==> config.mk <==
export PLATFORM = sky130hd
export DESIGN_NAME = mc_controller
export DESIGN_NICKNAME = d
export VERILOG_FILES = /design/src/rtl/mc_controller.sv
export SDC_FILE = /design/constraint.sdc
export NUM_CORES = 1
export LEC_CHECK = 0
export ABC_AREA = 1
export CORE_MARGIN = 2
export CORE_UTILIZATION = 39
export DETAILED_ROUTE_END_ITERATION = 16
export GPL_ROUTABILITY_DRIVEN = 0
export PLACE_DENSITY_LB_ADDON = 0.25
export SLEW_MARGIN = 5
export SYNTH_ARGS = -nofsm -noshare
export SYNTH_HDL_FRONTEND = slang
export SYNTH_SLANG_ARGS = --single-unit
==> constraint.sdc <==
create_clock -name clk -period 2.6 [get_ports clk]
set_clock_uncertainty 0.05 [all_clocks]
set_input_delay 0.65 -clock clk [delete_from_list [all_inputs] [get_ports clk]]
set_output_delay 0.65 -clock clk [all_outputs]
set_load 0.02 [all_outputs]
==> src/rtl/mc_controller.sv <==
// Control unit for the multi-cycle ARM datapath: instruction decode, Moore main FSM,
// conditional-execution logic and the NZCV flag register.
module mc_controller (
    input  logic        clk,
    input  logic        reset,
    input  logic [31:0] Instr,
    input  logic [3:0]  ALUFlags,
    output logic        PCWrite,
    output logic        MemWrite,
    output logic        RegWrite,
    output logic        IRWrite,
    output logic        AdrSrc,
    output logic [1:0]  RegSrc,
    output logic        ALUSrcA,
    output logic [1:0]  ALUSrcB,
    output logic [1:0]  ResultSrc,
    output logic [1:0]  ImmSrc,
    output logic [2:0]  ALUControl
);

    typedef enum logic [3:0] {
        S_FETCH, S_DECODE, S_MEMADR, S_MEMREAD, S_MEMWB,
        S_MEMWRITE, S_EXECUTER, S_EXECUTEI, S_ALUWB, S_BRANCH
    } state_t;

    localparam logic [2:0] ALU_ADD = 3'b000;
    localparam logic [2:0] ALU_SUB = 3'b001;
    localparam logic [2:0] ALU_AND = 3'b010;
    localparam logic [2:0] ALU_ORR = 3'b011;

    state_t      state_q, state_d, cur_state;
    logic [3:0]  flags_q;
    logic        cond_ex_q;
    logic        cond_ex;

    logic [3:0]  cond;
    logic [1:0]  op;
    logic [5:0]  funct;
    logic [3:0]  rd;
    logic [3:0]  cmd;
    logic        unused_instr;

    assign cond         = Instr[31:28];
    assign op           = Instr[27:26];
    assign funct        = Instr[25:20];
    assign rd           = Instr[15:12];
    assign cmd          = funct[4:1];
    assign unused_instr = ^{Instr[19:16], Instr[11:0]};

    assign ImmSrc    = op;
    assign RegSrc[0] = (op == 2'b10);
    assign RegSrc[1] = (op == 2'b01);

    // While reset is held the selects must already show FETCH values, so decode from
    // the post-reset state rather than the stale one.
    assign cur_state = reset ? S_FETCH : state_q;

    logic next_pc, branch, reg_w, mem_w, alu_op;

    // NOTE: every signal assigned in an always_comb gets a default first; a missing
    // assignment on any path would otherwise infer a latch.
    always_comb begin
        next_pc   = 1'b0;
        branch    = 1'b0;
        reg_w     = 1'b0;
        mem_w     = 1'b0;
        alu_op    = 1'b0;
        IRWrite   = 1'b0;
        AdrSrc    = 1'b0;
        ALUSrcA   = 1'b0;
        ALUSrcB   = 2'd0;
        ResultSrc = 2'd0;
        case (cur_state)
            S_FETCH: begin
                IRWrite   = ~reset;
                next_pc   = 1'b1;
                ALUSrcA   = 1'b1;
                ALUSrcB   = 2'd2;
                ResultSrc = 2'd2;
            end
            S_DECODE: begin
                ALUSrcA   = 1'b1;
                ALUSrcB   = 2'd2;
                ResultSrc = 2'd2;
            end
            S_MEMADR:   ALUSrcB = 2'd1;
            S_MEMREAD:  AdrSrc  = 1'b1;
            S_MEMWB: begin
                ResultSrc = 2'd1;
                reg_w     = 1'b1;
            end
            S_MEMWRITE: begin
                AdrSrc = 1'b1;
                mem_w  = 1'b1;
            end
            S_EXECUTER: alu_op = 1'b1;
            S_EXECUTEI: begin
                ALUSrcB = 2'd1;
                alu_op  = 1'b1;
            end
            S_ALUWB:    reg_w = 1'b1;
            S_BRANCH: begin
                ALUSrcB   = 2'd1;
                ResultSrc = 2'd2;
                branch    = 1'b1;
            end
            default: ;
        endcase
    end

    always_comb begin
        state_d = S_FETCH;
        case (state_q)
            S_FETCH:  state_d = S_DECODE;
            S_DECODE: begin
                case (op)
                    2'b00:   state_d = funct[5] ? S_EXECUTEI : S_EXECUTER;
                    2'b01:   state_d = S_MEMADR;
                    2'b10:   state_d = S_BRANCH;
                    default: state_d = S_FETCH;
                endcase
            end
            S_MEMADR:   state_d = funct[0] ? S_MEMREAD : S_MEMWRITE;
            S_MEMREAD:  state_d = S_MEMWB;
            S_EXECUTER: state_d = S_ALUWB;
            S_EXECUTEI: state_d = S_ALUWB;
            default:    state_d = S_FETCH;
        endcase
    end

    logic       no_write;
    logic [1:0] flag_w;
    logic       arith;
    logic [2:0] alu_cmd;

    // NoWrite is tied to data-processing decode so memory ops never lose their writeback.
    always_comb begin
        alu_cmd  = ALU_ADD;
        no_write = 1'b0;
        arith    = 1'b0;
        case (cmd)
            4'b0100: begin alu_cmd = ALU_ADD; arith = 1'b1; end
            4'b0010: begin alu_cmd = ALU_SUB; arith = 1'b1; end
            4'b0000: alu_cmd = ALU_AND;
            4'b1100: alu_cmd = ALU_ORR;
            4'b1010: begin alu_cmd = ALU_SUB; arith = 1'b1; no_write = 1'b1; end
            default: no_write = 1'b1;
        endcase
        if (op != 2'b00) no_write = 1'b0;
        flag_w[1]  = funct[0] & ~(no_write & ~(cmd == 4'b1010));
        flag_w[0]  = funct[0] & arith;
        ALUControl = alu_op ? alu_cmd : ALU_ADD;
    end

    logic n_f, z_f, c_f, v_f;
    assign {n_f, z_f, c_f, v_f} = flags_q;

    always_comb begin
        cond_ex = 1'b0;
        case (cond)
            4'h0: cond_ex = z_f;
            4'h1: cond_ex = ~z_f;
            4'h2: cond_ex = c_f;
            4'h3: cond_ex = ~c_f;
            4'h4: cond_ex = n_f;
            4'h5: cond_ex = ~n_f;
            4'h6: cond_ex = v_f;
            4'h7: cond_ex = ~v_f;
            4'h8: cond_ex = c_f & ~z_f;
            4'h9: cond_ex = ~c_f | z_f;
            4'hA: cond_ex = (n_f == v_f);
            4'hB: cond_ex = (n_f != v_f);
            4'hC: cond_ex = ~z_f & (n_f == v_f);
            4'hD: cond_ex = z_f | (n_f != v_f);
            default: cond_ex = 1'b1;
        endcase
    end

    assign PCWrite  = ~reset & (next_pc | (cond_ex_q & (branch | (reg_w & (rd == 4'd15)))));
    assign RegWrite = ~reset & reg_w & cond_ex_q & ~no_write;
    assign MemWrite = ~reset & mem_w & cond_ex_q;

    // NOTE: sequential state uses non-blocking assignments so every register samples
    // pre-edge values regardless of statement order.
    always_ff @(posedge clk) begin
        if (reset) begin
            state_q   <= S_FETCH;
            flags_q   <= 4'b0000;
            cond_ex_q <= 1'b0;
        end else begin
            state_q <= state_d;
            if (state_q == S_DECODE)
                cond_ex_q <= cond_ex;
            if (alu_op & cond_ex_q & flag_w[1])
                flags_q[3:2] <= ALUFlags[3:2];
            if (alu_op & cond_ex_q & flag_w[0])
                flags_q[1:0] <= ALUFlags[1:0];
        end
    end

endmodule

==> impl_metrics.json <==
{
  "crit_path_top_delay_cell": "clkdlybuf4s50_1",
  "max-cap-violations": 0,
  "pre_cts_ws_ps": -488,
  "clock-sinks": 9,
  "layout_setup_ws_ps": 16.7,
  "power_density_nw_per_um2": 320,
  "coreArea_sq_um": 2020,
  "die_h_um": 50.9,
  "dp_hpwl_um": 2020,
  "antennaDiodeCount": 0,
  "cts_buffer_depth": 2,
  "grt_util_all_layers_pct": 19.9,
  "drt_first_pass_iters": 4,
  "dr_total_vias": 1173,
  "dieArea_sq_um": 2590,
  "hold_path_end": "flags_q[0]$_SDFFE_PP0P_",
  "die_w_um": 50.9,
  "antenna_found_initial": 0,
  "crit_path_max_fanout": 3,
  "cts_tree": "done",
  "synth_flop_cell": "dfxtp_1",
  "hold_buffers": 0,
  "num_rows": 16,
  "p_leak_nw": 0.670,
  "worst_skew_pair.late_latency_ps": 270,
  "first_iter_violations": 21,
  "hold_depth": 2,
  "cp.buffers_inverters": 3,
  "io_buffers": 37,
  "setup_violations": 0,
  "r2r_start": "state_q[2]$_SDFF_PP0_",
  "setup.worst_path.start": "Instr[27]",
  "hold_viol_final": 0,
  "critPathMostFrequentCell": "clkdlybuf4s50_1",
  "min_path_type": "reg -> reg",
  "synth_top_area_cell": "dfxtp_1",
  "yosysMostFrequentCell": "nand2_1",
  "total_power_w": 0.000432,
  "reg2regPathDepth": 7,
  "final_util_pct": 66.6,
  "ys_types": 21,
  "grt_overflow": 0,
  "arrival_ps": 1880,
  "final_cells": 239,
  "worstSetupPathType": "in -> out",
  "area_growth_pct": 57.2,
  "nNetsFinal": 251,
  "cts_buffers": 3,
  "grt_max_degree": 11,
  "path_depth": 3,
  "wl_per_cell_um": 9.99,
  "yosysTopAreaCellShare_pct": 21.0,
  "cts_setup_buffers": 0,
  "drive_above_1_share_pct": 16.0,
  "ys_warn_count": 0,
  "syn_nets": 198,
  "finalMaxSlewViolations": 0,
  "critPathRequiredTime_ps": 1900,
  "grt_pass1_vias": 1061,
  "max-vdd-ir-drop_uv": 301,
  "crit_path_cell_trace": "clkdlybuf4s50_1 -> buf_4 -> clkdlybuf4s50_1",
  "synthTopCellsByCount": "nand2_1 (37), nor2_1 (32), nand3_1 (24), inv_1 (21), a21oi_1 (10)",
  "synth_edf_count": 0,
  "viasPerCell": 4.91,
  "min_from": "flags_q[0]$_SDFFE_PP0P_",
  "synth-seq-cells": 9,
  "syn_inst": 160,
  "slowest_delay_ps": 600,
  "critPathCaptureType": "primary output",
  "seq_area_frac_synth_pct": 21.0,
  "crit_path_start_kind": "input port",
  "layout_min_cycle_time_ps": 2580,
  "cts.clk_slew.worst_paths_ps": 70,
  "syn_area_sq_um": 857,
  "routed_wl_um": 2390,
  "reg2reg_to": "state_q[2]$_SDFF_PP0_",
  "start_util_pct": 42.4,
  "fin_crit_sh_pct": 99.4,
  "postRouteAntennaNets": 0,
  "async_reset_ff_share_pct": 0,
  "grt_pass1_wl_um": 4000,
  "rsz0062_at_grt": "no",
  "yosys-top-cells-area": "dfxtp_1 (21%), nand2_1 (16%), nand3_1 (14%)",
  "reg2reg_slack_ps": 1300,
  "synth_area_per_cell_sq_um": 5.36,
  "max_freq_mhz": 387,
  "htreeDepth": 1,
  "io_pins": 55,
  "critical-path-top-delay-family": "buffers and inverters",
  "status": "completed",
  "place_inst": 235,
  "drcViolationCount": 0,
  "clk_root_buffer_cell": "clkbuf_4"
}
registers in the layout, indices dropped and copies added, names as in the netlist:
name	flops
flags_q	4
state_q	4
cond_ex_q	1
cells in the final DEF, fill, tap and decap left out:
| cell | instances |
|---|---|
| buf_4 | 17 |
| nand4_1 | 1 |
| dfxtp_1 | 9 |
| nand2_1 | 37 |
| clkdlybuf4s15_2 | 1 |
| clkdlybuf4s50_1 | 21 |
| nand3_1 | 24 |
| dlymetal6s2s_1 | 1 |
| dlygate4sd2_1 | 9 |
| nor3_1 | 1 |
| buf_2 | 3 |
| nand2_4 | 1 |
| conb_1 | 1 |
| clkinv_2 | 1 |
| nor3_2 | 1 |
| nor2_2 | 1 |
| o21ai_0 | 9 |
| nor2_1 | 31 |
| nand2_2 | 1 |
| a21oi_1 | 10 |
| a21oi_2 | 1 |
| a31oi_1 | 1 |
| clkdlybuf4s15_1 | 1 |
| a211oi_1 | 1 |
| inv_2 | 3 |
| clkbuf_4 | 3 |
| inv_1 | 21 |
| o21ai_2 | 1 |
worst max-delay path by stage:
stage | slack [ps] | end
floorplan | 390 | ALUControl[1]
global placement | -500 | RegWrite
detailed placement | -490 | PCWrite
CTS | 10 | ImmSrc[1]
global route | 0.9 | ImmSrc[1]
finish | 20 | ImmSrc[1]
metrics by stage:
step / cell area (sq um) / hold WS [ps] / setup TNS, ps
3_3_place_gp: 1340 / 444 / -4630
4_1_cts: 1350 / 461 / 0
5_1_grt: 1350 / 514 / 0
3_5_place_dp: 1340 / 450 / -4630
6_report: 1350 / 463 / 0
2_1_floorplan: 857 / 425 / 0
worst reg2reg max path, stage by stage, from the launching register on:
cell     delay, ps
dfxtp_1        330
inv_1          120
nand2_1         80
nor2_1         240
inv_2           90
nor3_2         120
nor2_1          60
a21oi_1        140
cell type report:
cell class              instances  area, sq um
well taps                      27         33.8
fillers                       188          674
inverters                      24         90.1
clock buffers                   3         22.5
multi-input cells             122          551
repair buffers                 53          465
clock inverters                 1         5.00
flip-flops and latches          9          180
power by group:
part | leakage, nW | internal, W | switching, W
clock | 0.0177 | 0.0000570 | 0.0000549
sequential | 0.0732 | 0.000144 | 0.0000103
combinational | 0.579 | 0.0000799 | 0.0000855
cells by family after synthesis:
logic type	Yosys count	synth area share [%]
flops	9	21.0
simple gates	98	48.8
compound gates	23	14.7
other cells	1	0.438
buf+inv	29	15.0
layer usage:
layer	part of all wire, %	global-route usage (%)	up-vias
met3	6.7	2.63	4
met2	49	37.9	44
li1	-	-	613
met5	0	0	-
met1	42	21.3	512
met4	1.7	9.46	0
repair_timing:
action | CTS | global route
pin swaps | 1 | 1
endpoints found under the setup margin | 14 | 5
gates resized for setup | 32 | 4
(Power assumes the default switching activity.)
